File: config.mk
export PLATFORM = sky130hd
export DESIGN_NAME = arith_unit_mc
export DESIGN_NICKNAME = d
export VERILOG_FILES = /design/src/rtl/arith_pkg.sv /design/src/rtl/arith_unit_mc_div_step.sv /design/src/rtl/arith_unit_mc.sv
export SDC_FILE = /design/constraint.sdc
export NUM_CORES = 1
export LEC_CHECK = 0
export CORE_MARGIN = 2
export CORE_UTILIZATION = 50
export DETAILED_ROUTE_END_ITERATION = 8
export PLACE_DENSITY_LB_ADDON = 0.2
export SYNTH_ARGS = -nofsm -noshare
export SYNTH_HDL_FRONTEND = slang
export SYNTH_SLANG_ARGS = --single-unit
File: constraint.sdc
create_clock -name clk -period 4 [get_ports clk]
set_clock_uncertainty 0.05 [all_clocks]
set_input_delay 1 -clock clk [delete_from_list [all_inputs] [get_ports clk]]
set_output_delay 1 -clock clk [all_outputs]
set_load 0.02 [all_outputs]
File: src/rtl/arith_pkg.sv
// rtl/arith_pkg.sv - shared encodings for the multi-cycle arithmetic unit
package arith_pkg;
    localparam logic [1:0] FUNC_ADD = 2'b00;
    localparam logic [1:0] FUNC_SUB = 2'b01;
    localparam logic [1:0] FUNC_MUL = 2'b10;
    localparam logic [1:0] FUNC_DIV = 2'b11;

    typedef enum logic {
        IDLE = 1'b0,
        DIV  = 1'b1
    } state_t;
endpackage

File: src/rtl/arith_unit_mc_div_step.sv
// rtl/arith_unit_mc_div_step.sv - one combinational restoring-division step
module div_step #(
    parameter int WIDTH = 16
) (
    input  logic [WIDTH-1:0] i_rem,
    input  logic             i_bit,
    input  logic [WIDTH-1:0] i_divisor,
    output logic [WIDTH-1:0] o_rem,
    output logic             o_qbit
);
    logic [WIDTH:0]   w_shift;
    logic [WIDTH-1:0] w_trial;

    assign w_shift = {i_rem, i_bit};
    // When the subtract succeeds the difference is below the divisor, so the low bits suffice.
    assign w_trial = w_shift[WIDTH-1:0] - i_divisor;
    assign o_qbit  = (w_shift >= {1'b0, i_divisor});
    assign o_rem   = o_qbit ? w_trial : w_shift[WIDTH-1:0];
endmodule

File: src/rtl/arith_unit_mc.sv
// rtl/arith_unit_mc.sv - add/sub/mul in one cycle, restoring divide one bit per enabled cycle
module arith_unit_mc
    import arith_pkg::*;
#(
    parameter int WIDTH = 16
) (
    input  logic             clk,
    input  logic             rst,
    input  logic             enable,
    input  logic             in_valid,
    output logic             in_ready,
    input  logic [WIDTH-1:0] a,
    input  logic [WIDTH-1:0] b,
    input  logic [1:0]       func,
    output logic [WIDTH-1:0] arith_out,
    output logic [WIDTH-1:0] arith_hi,
    output logic             carry_out,
    output logic             div_by_zero,
    output logic             arith_flag
);
    localparam int CW = $clog2(WIDTH + 1);

    state_t           r_state;
    state_t           w_state_nxt;
    logic [CW-1:0]    r_cnt;
    logic [WIDTH-1:0] r_rem;
    logic [WIDTH-1:0] r_quot;
    logic [WIDTH-1:0] r_divisor;
    logic [WIDTH-1:0] r_out;
    logic [WIDTH-1:0] r_hi;
    logic             r_carry;
    logic             r_dbz;
    logic             r_flag;

    logic               w_accept;
    logic               w_div_start;
    logic               w_step_en;
    logic               w_last;
    logic [WIDTH:0]     w_sum;
    logic [2*WIDTH-1:0] w_prod;
    logic [WIDTH-1:0]   w_rem;
    logic               w_qbit;

    assign in_ready    = enable && (r_state == IDLE) && !rst;
    assign w_accept    = in_valid && in_ready;
    assign w_div_start = w_accept && (func == FUNC_DIV) && (b != '0);
    assign w_step_en   = enable && (r_state == DIV);
    assign w_last      = w_step_en && (r_cnt == CW'(WIDTH - 1));
    assign w_sum       = {1'b0, a} + {1'b0, b};
    assign w_prod      = {{WIDTH{1'b0}}, a} * {{WIDTH{1'b0}}, b};

    div_step #(.WIDTH(WIDTH)) u_div_step (
        .i_rem     (r_rem),
        .i_bit     (r_quot[WIDTH-1]),
        .i_divisor (r_divisor),
        .o_rem     (w_rem),
        .o_qbit    (w_qbit)
    );

    always_ff @(posedge clk or posedge rst) begin
        if (rst) r_state <= IDLE;
        else     r_state <= w_state_nxt;
    end

    always_comb begin
        w_state_nxt = r_state;
        case (r_state)
            IDLE:    if (w_div_start) w_state_nxt = DIV;
            DIV:     if (w_last)      w_state_nxt = IDLE;
            default: w_state_nxt = IDLE;
        endcase
    end

    always_ff @(posedge clk or posedge rst) begin
        if (rst) begin
            r_cnt     <= '0;
            r_rem     <= '0;
            r_quot    <= '0;
            r_divisor <= '0;
            r_out     <= '0;
            r_hi      <= '0;
            r_carry   <= 1'b0;
            r_dbz     <= 1'b0;
            r_flag    <= 1'b0;
        end else begin
            r_flag <= 1'b0;
            if (w_div_start) begin
                // Dividend shifts out MSB-first while quotient bits shift in at the bottom.
                r_quot    <= a;
                r_rem     <= '0;
                r_divisor <= b;
                r_cnt     <= '0;
            end else if (w_accept) begin
                r_flag <= 1'b1;
                case (func)
                    FUNC_ADD: begin
                        {r_carry, r_out} <= w_sum;
                        r_hi  <= '0;
                        r_dbz <= 1'b0;
                    end
                    FUNC_SUB: begin
                        r_out   <= a - b;
                        r_carry <= (a < b);
                        r_hi    <= '0;
                        r_dbz   <= 1'b0;
                    end
                    FUNC_MUL: begin
                        {r_hi, r_out} <= w_prod;
                        r_carry <= 1'b0;
                        r_dbz   <= 1'b0;
                    end
                    default: begin
                        r_out   <= '1;
                        r_hi    <= a;
                        r_carry <= 1'b0;
                        r_dbz   <= 1'b1;
                    end
                endcase
            end else if (w_step_en) begin
                r_quot <= {r_quot[WIDTH-2:0], w_qbit};
                r_rem  <= w_rem;
                if (w_last) begin
                    r_out   <= {r_quot[WIDTH-2:0], w_qbit};
                    r_hi    <= w_rem;
                    r_carry <= 1'b0;
                    r_dbz   <= 1'b0;
                    r_flag  <= 1'b1;
                    r_cnt   <= '0;
                end else begin
                    r_cnt <= r_cnt + CW'(1);
                end
            end
        end
    end

    assign arith_out   = r_out;
    assign arith_hi    = r_hi;
    assign carry_out   = r_carry;
    assign div_by_zero = r_dbz;
    assign arith_flag  = r_flag;
endmodule
* Yosys cells after proc, flatten, opt, wreduce, memory -nomap -nowiden
Index checks and enable logic that the tools add are counted.
** Operators by class
- Add/sub/neg operators :: 4
- $mul :: 1
- $lt $le $gt $ge :: 2
- Eq/ne operators :: 5
- Mux-type cells :: 32
- Bitwise logic cells :: 2
- Reduce and logical (&&, ||, !) cells :: 17
** Operator list (count)
- $mux 16 :: 13
- $pmux 16 s3 :: 1
- $mul 16x16->32 :: 1
- $pmux 16 s2 :: 1
- $sub 16x16->16 :: 2
- $mux 5 :: 4
- $add 16x16->17 :: 1
- $ge 17x16->1 :: 1
- $lt 16x16->1 :: 1
- $reduce_bool 16->1 :: 1
- $mux 1 :: 11
- $logic_and 1x1->1 :: 7
- $reduce_bool 2->1 :: 3
- $add 5x1->5 const B :: 1
- $eq 5x4->1 const B :: 1
- $eq 2x2->1 const B :: 2
- $pmux 1 s2 :: 2
- $reduce_and 3->1 :: 1
- $reduce_or 3->1 :: 1
- $eq 2x1->1 const B :: 1
- $logic_not 2->1 :: 1
- $ne 2x1->1 const B :: 1
- $not 1->1 :: 2
- $reduce_and 2->1 :: 1
- other kinds (2) :: 2
** Word-level totals
- Bits in registers :: 89
- Bits of input ports :: 38
- Output and inout port bits :: 36
- Logic and storage cells :: 73

* Depth between registers and ports, before layout
Gate-level depths: netlist (run 1).
- Word-level depth :: 8
- Depth in mapped cells :: 24
- Mapped depth without buffers :: 23

* Modules after synthesis
A second synthesis (run 1) with hierarchy kept.
** Unflattened totals
- Cells, all modules :: 1750
- Area total of the unflattened synthesis :: 14949.3 um^2
** Modules (own cells, without submodules)
- arith_unit_mc :: times used 1, cells each 1591, area each 13817.0 um^2, sequential area each 2227.1 um^2
- div_step :: times used 1, cells each 159, area each 1132.3 um^2, sequential area each 0.0 um^2

* Worst setup path after synthesis (run 1)
No wires, ideal clock.
- Kind :: input to register
- Start :: in b[9]
- End :: reg r_hi[15] (netlist: arith_hi[15])
- Library setup time :: 0.126 ns
- Arrival :: 6.681 ns
- Data required time :: 3.824 ns
- Path slack :: -2.857 ns
- Stages on the path :: 22
- Buffers on the path :: 2
- Path through :: clkbuf_1 clkbuf_1 nand2_1 fa_1 inv_1 fa_1 fa_1 fa_1 fa_1 inv_1 fa_1 inv_1 ha_1 a21o_1 a31oi_1 a21boi_0 o21ai_0 a31oi_1 o21ai_0 a31oi_1 mux2i_1 o32a_1
** Between the ends
- Cells in the longest elaborated chain, start to end :: 4
- Elaborated cells on any way between the ends :: 7
- Those cells by class :: 1 x mul; 2 x mux; 1 x bitwise; 3 x reduce/logical
** RTL lines
- start: declaration :: RTL line arith_unit_mc.sv:13 : input logic [WIDTH-1:0] b,
- parallel branches: the longest is 4 deep, another holds $mul 16x16->32
- end signal: assignment :: RTL line arith_unit_mc.sv:108 : {r_hi, r_out} <= w_prod;
- end signal: assignment :: RTL line arith_unit_mc.sv:124 : r_hi <= w_rem;
- end: declaration :: RTL line arith_unit_mc.sv:30 : logic [WIDTH-1:0] r_hi;
Several ways; the timed one is not identified.
A chain may end at the register's enable or synchronous reset.

* Worst setup path in the final report (run 1)
- Start :: in a[11]
- End :: reg r_hi[8] (netlist: arith_hi[8])
** Between the ends
- Cells in the longest elaborated chain, start to end :: 3
** RTL lines
- start: declaration :: RTL line arith_unit_mc.sv:12 : input logic [WIDTH-1:0] a,
- $mul 16x16->32 :: RTL line arith_unit_mc.sv:50 : assign w_prod = {{WIDTH{1'b0}}, a} * {{WIDTH{1'b0}}, b};
- $pmux 16 s2 :: RTL line arith_unit_mc.sv:95 : case (func)
- $mux 16 :: RTL line arith_unit_mc.sv:93 : end else if (w_accept) begin
Every way passes these cells.

==> results of run 1 <==
-- cells in the mapped netlist (7+ instances only) --
| library cell | count |
|---|---|
| a211oi_1 | 11 |
| o21bai_1 | 8 |
| nor2_1 | 81 |
| a31oi_1 | 21 |
| ha_1 | 153 |
| fa_1 | 197 |
| a21o_1 | 18 |
| nor3_1 | 15 |
| o221ai_1 | 9 |
| o31ai_1 | 8 |
| nand2_1 | 242 |
| o21ai_0 | 79 |
| clkbuf_1 | 71 |
| dfrtp_1 | 89 |
| inv_1 | 282 |
| nand2b_1 | 15 |
| xor2_1 | 21 |
| o21a_1 | 8 |
| a21oi_1 | 79 |
| xnor2_1 | 37 |
| nand3_1 | 19 |
| and3_1 | 9 |
| and2_1 | 105 |
| a22oi_1 | 17 |
| or3_1 | 7 |
| mux2i_1 | 15 |
-- critical path: cells and delay by family --
kind / cells / cell delay [ns]
simple gates: 1 / 0.16
fa+ha+maj: 7 / 3.24
compound gates: 7 / 1.53
buf+inv: 6 / 0.52
xor+xnor: 1 / 0.08
-- cell usage in the layout, fill, tap and decap left out, drive strengths merged, types with 8 or more instances in the layout --
cell and instances:
a21oi 79, and3 9, a21o 19, ha 153, fa 197, buf 340
inv 283, nor3 15, o221ai 9, o21ai 82, clkbuf 21, nand3 19
a22oi 17, dfrtp 89, and2 105, nand2 242, mux2i 15, xor2 21
o31ai 8, o21bai 8, clkdlybuf4s50 42, a31oi 21, nor2 82, xnor2 37
nand2b 15, o21a 8, a211oi 12
-- metrics by stage --
| stage | util, % | std cells |
|---|---|---|
| 2_1_floorplan | - | 1711 |
| 3_3_place_gp | 62.56 | 2330 |
| 3_5_place_dp | 62.56 | 2330 |
| 4_1_cts | 68.22 | 2423 |
| 5_1_grt | 69.86 | 2434 |
| 6_report | 69.86 | 2434 |
-- layer usage --
metal  vias up  GRT usage, %  share of wire [%]
met4         0         11.22                4.1
met5         -             0                  0
met2       603         53.62                 46
met1      6850         45.37                 41
met3       147         7.158                8.3
li1       6198             -                  -
-- state kept, by name (all words and copies together) (netlist names) --
name	flops
arith_flag	1
arith_hi	16
arith_out	16
carry_out	1
div_by_zero	1
r_cnt	5
r_divisor	16
r_quot	16
r_rem	16
r_state	1
-- worst max-delay path by stage --
stage	startpoint	end	slack, ns	depth (start not counted)
after floorplan	b[5]	arith_hi[12]	-2.18	22
after global placement	a[6]	arith_hi[8]	-3.15	21
after detailed placement	a[6]	arith_hi[8]	-3.15	21
after CTS	b[4]	arith_hi[15]	-2.38	25
after global routing	a[6]	arith_hi[15]	-2.50	22
final	a[11]	arith_hi[8]	-2.38	22
-- kinds of logic (layout without fill, tap and decap cells) --
family | count (synthesis) | in the layout | share of synthesized area (%)
compound gates | 318 | 318 | 14.15
flops | 89 | 89 | 15.25
buf+inv | 360 | 699 | 9.286
xor+xnor | 58 | 58 | 3.478
fa+ha+maj | 350 | 350 | 40.11
simple gates | 517 | 517 | 16.39
mux | 19 | 19 | 1.336
-- what timing repair did --
item,in CTS,in global routing
cloned,6,3
resized for setup,237,148
setup endpoints to repair,28,28
pin swaps,120,89
setup buffers,73,18
-- final cells by class --
class | count | area, sq um
multi-input combinational | 1262 | 12140
fill | 2224 | 8652
timing repair buffer | 400 | 3786
sequential | 89 | 2227
inverter | 283 | 1066
tap | 384 | 480.5
clock buffer | 10 | 239.0
clock inverter | 6 | 113.9
==> summary.md, run 1 <==
| Metric | Value |
|---|---|
| Num Clock Sinks | 89 |
| Placed Area | 0.01796 sq mm |
| CTS Buffer Depth | 2 |
| Post-synthesis async set-or-reset flop share | 100.0% |
| Status | finished with violations |
| Final setup violation count | 28 |
| Post-synth EDFFs | 0 |
| Crit-path max FO | 6 |
| Synthesis Warnings | 0 |
| Final WL | 50.94 mm |
| Largest net degree at the start of global routing | 53 |
| Avg WL per Cell | 20.93 microns |
| Fin area | 0.02005 sq mm |
| Number of hold violations in the final report | 0 |
| ANT nets after route | 0 |
| Min Clock Period, post-route | 6.381 ns |
| Die Height | 174.9 microns |
| CP cell instances | buf_4 -> buf_4 -> and2_4 -> fa_1 -> inv_2 -> fa_2 -> inv_2 -> fa_1 -> fa_2 -> fa_1 -> inv_2 -> fa_2 -> inv_2 -> ha_4 -> a21o_1 -> a21o_1 -> a21o_1 -> a31o_4 -> a31oi_4 -> xnor2_1 -> a222oi_1 -> o21ai_1 |
| Critical path capture point type | flip-flop |
| WP data arrival | 6.55 ns |
| RSZ-0062 raised after global routing | true |
| DRT Pass-1 Iters | 5 |
| Place WS | -3.148 ns |
| DRC violation count after routing | 0 |
| Seq/Total Area, Yosys | 15.25% |
| Setup_tns | -50.93 ns |
| Worst skew pair latency | 0.35 ns |
| HP Class | reg -> reg |
| Tcrit/Tclk final | 159.5% |
| Routability congestion estimate | 0.9238 |
| HPWL reported at the end of detailed placement | 36.75 mm |
| I/O pin total | 74 |
| PnR worst setup slack | -2.381 ns |
| Largest cells by area after synthesis | fa_1 27%, dfrtp_1 15%, ha_1 13% |
| Most used cell, CP | inv_2 |
| Failing checks | negative setup slack |
| Top-area cell type share of the netlist area | 27.00% |
| Critical path data required time | 4.17 ns |
| Nets | 2433 |
| Syn avg cell area | 8.536 sq um |
| Reg2reg setup slack | 0.96 ns |
| Starting Density | 50.88% |
| Post-CTS Hold Buffers | 0 |
| Hold Startpoint | arith_hi[11] |
| Core area | 0.02870 sq mm |
| Port bufs | 73 |
| Vias/cell | 5.669 |
| Top FF cell, synth | dfrtp_1 |
| Critical-path top delay cell | fa_1 |
| First-pass GRT wire length | 78.86 mm |
| Relative slew margins | 53.48% |
| Worst Hold Path EP | arith_hi[11] |
| Row Count | 62 |
| Tightest Pin Transition | 0.6970 ns |
| TritonCTS clock tree | built |
| CP Launch Type | primary input |
| Via count | 13800 |
| Total congestion overflow | 0 |
| CTS buffer count | 9 |
| FF-to-FF path depth | 13 |
| Fin Hold WS | 0.4522 ns |
| Distinct cells, synth | 66 |
| Worst r2r dst | arith_hi[14] |
| Syn Nets | 2099 |
| Area Overhead vs Synth | 37.28% |
| Fmax | 0.1567 GHz |
| GR Util All Layers | 33.49% |
| ANT cells | 0 |
| Share of layout cells above drive strength 1 | 28.73% |
| Post-Syn Area | 0.01461 sq mm |
| 1st-iter DRT viols | 1335 |
| Clock Pin Slew Worst Setup and Hold Paths | 0.07 ns |
| Max cap viols | 0 |
| H-tree depth | 3 |
| Antenna violations before repair | 0 |
| Root Driver | clkbuf_16 |
| Syn Inst Count | 1711 |
| Synth area leader | fa_1 |
| Hold path depth | 2 |
| R2R Path Start | r_quot[15] |
| Die width | 174.9 microns |
| Kind of critical path | in -> reg |
| Crit path largest cell delay | 0.56 ns |
| Vias in the first global route | 14220 |
| Synth Register Bits | 89 |
| Die Area | 0.03059 sq mm |
| Fin. max-slew vios | 0 |
Power of run 1 is not shown: default switching activity piles up to over one toggle a cycle in this logic, so the estimate is an artifact.
==> run 2, diff against run 1 <==
clock period = 8.1 ns   (was 4 ns; I/O delays follow)
==> run 2 against run 1 <==
Net effect:
- the flow now finishes without violations
- design area shrank 14%
- setup slack gained 2.5 ns
- die area is the same
- first-iteration DRC count shrank 29%
- via count shrank 7.6%
- hold slack lost 0.020 ns
- final cell count shrank 7.1%
- critical path type unchanged
- critical endpoint is now arith_hi[12]
- highest routed layer unchanged
==> summary.md, run 2 (synthesized netlist as in run 1, its figures left out) <==
| Metric | Value |
|---|---|
| Avg WL per Cell | 19.43 microns (was 20.93 microns) |
| Antenna violations before repair | 1 (was 0) |
| DRC violation count after routing | 0 (unchanged) |
| HPWL reported at the end of detailed placement | 34.94 mm (was 36.75 mm) |
| Vias in the first global route | 13040 (was 14220) |
| TritonCTS clock tree | built (unchanged) |
| Post-CTS Hold Buffers | 0 (unchanged) |
| Commonest cells after routing, fill and taps aside | 278 x inv_1, 242 x nand2_1, 193 x fa_1, 148 x ha_1, 135 x buf_4 (was 253 x buf_4, 243 x inv_1, 229 x nand2_1, 178 x fa_1, 115 x ha_1) |
| Kind of critical path | in -> reg (unchanged) |
| Number of hold violations in the final report | 0 (unchanged) |
| First-pass GRT wire length | 69.97 mm (was 78.86 mm) |
| Critical path data required time | 8.32 ns (was 4.17 ns) |
| Status | completed (was finished with violations) |
| Fin. max-slew vios | 0 (unchanged) |
| ANT nets after route | 0 (unchanged) |
| Total congestion overflow | 0 (unchanged) |
| Crit-path max FO | 7 (was 6) |
| Place WS | -0.5192 ns (was -3.148 ns) |
| PnR worst setup slack | 0.1658 ns (was -2.381 ns) |
| I/O pin total | 74 (unchanged) |
| 1st-iter DRT viols | 944 (was 1335) |
| Num Clock Sinks | 89 (unchanged) |
| CP Launch Type | primary input (unchanged) |
| Pwr/cell area | 469.6 mW/mm^2 |
| Critical path capture point type | flip-flop (unchanged) |
| Cell count after placement | 2241 (was 2330) |
| Share of layout cells above drive strength 1 | 11.02% (was 28.73%) |
| Routability congestion estimate | 0.9477 (was 0.9238) |
| Final WL | 43.96 mm (was 50.94 mm) |
| GR Util All Layers | 29.53% (was 33.49%) |
| Core area | 0.02870 sq mm (unchanged) |
| Tcrit/Tclk final | 97.95% |
| Die Height | 174.9 microns (unchanged) |
| Starting Density | 50.88% (unchanged) |
| CTS Buffer Depth | 2 (unchanged) |
| Max cap viols | 0 (unchanged) |
| Root Driver | clkbuf_16 (unchanged) |
| Die Area | 0.03059 sq mm (unchanged) |
| Tightest Pin Transition | 1.172 ns (was 0.6970 ns) |
| Clock Pin Slew Worst Setup and Hold Paths | 0.06 ns (was 0.07 ns) |
| Most common cell after layout, fill and taps aside | inv_1 (was buf_4) |
| H-tree depth | 3 (unchanged) |
| Leak | 8.624 nW |
| Via count | 12750 (was 13800) |
| Min Clock Period, post-route | 7.934 ns |
| Final setup violation count | 0 (was 28) |
| Row Count | 62 (unchanged) |
| Placed Area | 0.01680 sq mm (was 0.01796 sq mm) |
| Port bufs | 73 (unchanged) |
| Worst skew pair latency | 0.35 ns (about the same) |
| Fin cells | 2262 (was 2434) |
| Peak supply drop | 590.8 uV |
| CTS buffer count | 9 (unchanged) |
| HP Class | reg -> reg (unchanged) |
| Nets | 2261 (was 2433) |
| Fmax | 0.1260 GHz |
| WP data arrival | 8.15 ns (was 6.55 ns) |
| Largest net degree at the start of global routing | 69 (was 53) |
| Fin area | 0.01727 sq mm (was 0.02005 sq mm) |
| ANT cells | 0 (unchanged) |
| Die width | 174.9 microns (unchanged) |
| Area Overhead vs Synth | 18.24% (was 37.28%) |
| DRT Pass-1 Iters | 5 (unchanged) |
| Relative slew margins | 21.77% (was 53.48%) |
| Vias/cell | 5.636 (was 5.669) |
-- run 2: per-stage QoR --
step	utilization, %	power, mW	TNS (ns)	hold WS [ns]
finish	60.17	8.109	0	0.4323
global route	60.17	8.804	-0.03757	0.4644
CTS	59.55	7.807	0	0.4395
detailed placement	58.53	7.282	-3.988	0.4238
global placement	58.53	7.192	-2.431	0.4187
floorplan	-	4.672	0	0.4027
-- run 2: worst max-delay path: stages --
cell and delay [ns]:
clkdlybuf4s50_1 0.43, buf_6 0.16, buf_4 0.15, and2_1 0.18
fa_1 0.53, inv_1 0.06, fa_1 0.50, fa_1 0.52
inv_1 0.05, fa_1 0.45, fa_1 0.49, inv_1 0.05
fa_1 0.49, inv_1 0.07, ha_4 0.22, buf_4 0.14
nor2b_1 0.12, nor2_1 0.17, o211ai_2 0.17, a31o_4 0.30
a21bo_1 0.18, a21o_1 0.19, or3_1 0.35, a31oi_1 0.16
-- run 2: report_power, final --
| group | internal, mW | switching (mW) | leakage [nW] |
|---|---|---|---|
| sequential | 0.616 | 0.130 | 1.12 |
| combinational | 3.14 | 3.82 | 7.37 |
| clock | 0.225 | 0.176 | 0.133 |
-- run 2: per-layer routing --
metal / global-route usage, % / share of wire [%] / vias to the layer above
met5: 0 / 0 / -
met4: 8.646 / 3.1 / 0
met3: 4.743 / 7.0 / 84
met2: 48.83 / 48 / 500
met1: 40.22 / 42 / 6314
li1: - / - / 5850
-- run 2: area by class of cell --
class | instances | area [sq um]
repair buffers | 228 | 2095
inverters | 283 | 1064
fillers | 2597 | 11430
flip-flops and latches | 89 | 2227
clock inverters | 2 | 12.51
well taps | 384 | 480.5
multi-input cells | 1262 | 11130
clock buffers | 14 | 264.0
-- run 2: path summary, 6_finish.rpt --
| check | slack (ns) | to | cells past startpoint | startpoint |
|---|---|---|---|---|
| max | 0.17 | arith_hi[12] | 24 | b[4] |
| min | 0.43 | arith_hi[1] | 2 | arith_hi[1] |
| max reg2reg | 4.72 | arith_hi[14] | 9 | r_state |
| min reg2reg | 0.43 | arith_hi[1] | 2 | arith_hi[1] |
| max in group asynchronous | 4.82 | r_divisor[13] | 3 | rst |
| min in group asynchronous | 1.96 | arith_out[4] | 2 | rst |
-- run 2: timing repair --
item                                    in CTS  in global routing
buffers inserted                             1                  4
gates resized for setup                      5                 40
endpoints found under the setup margin       3                 10
hold endpoints to repair                     0                  0
pin swaps                                    1                 22
Note: power is estimated with default switching activity, not from simulation.
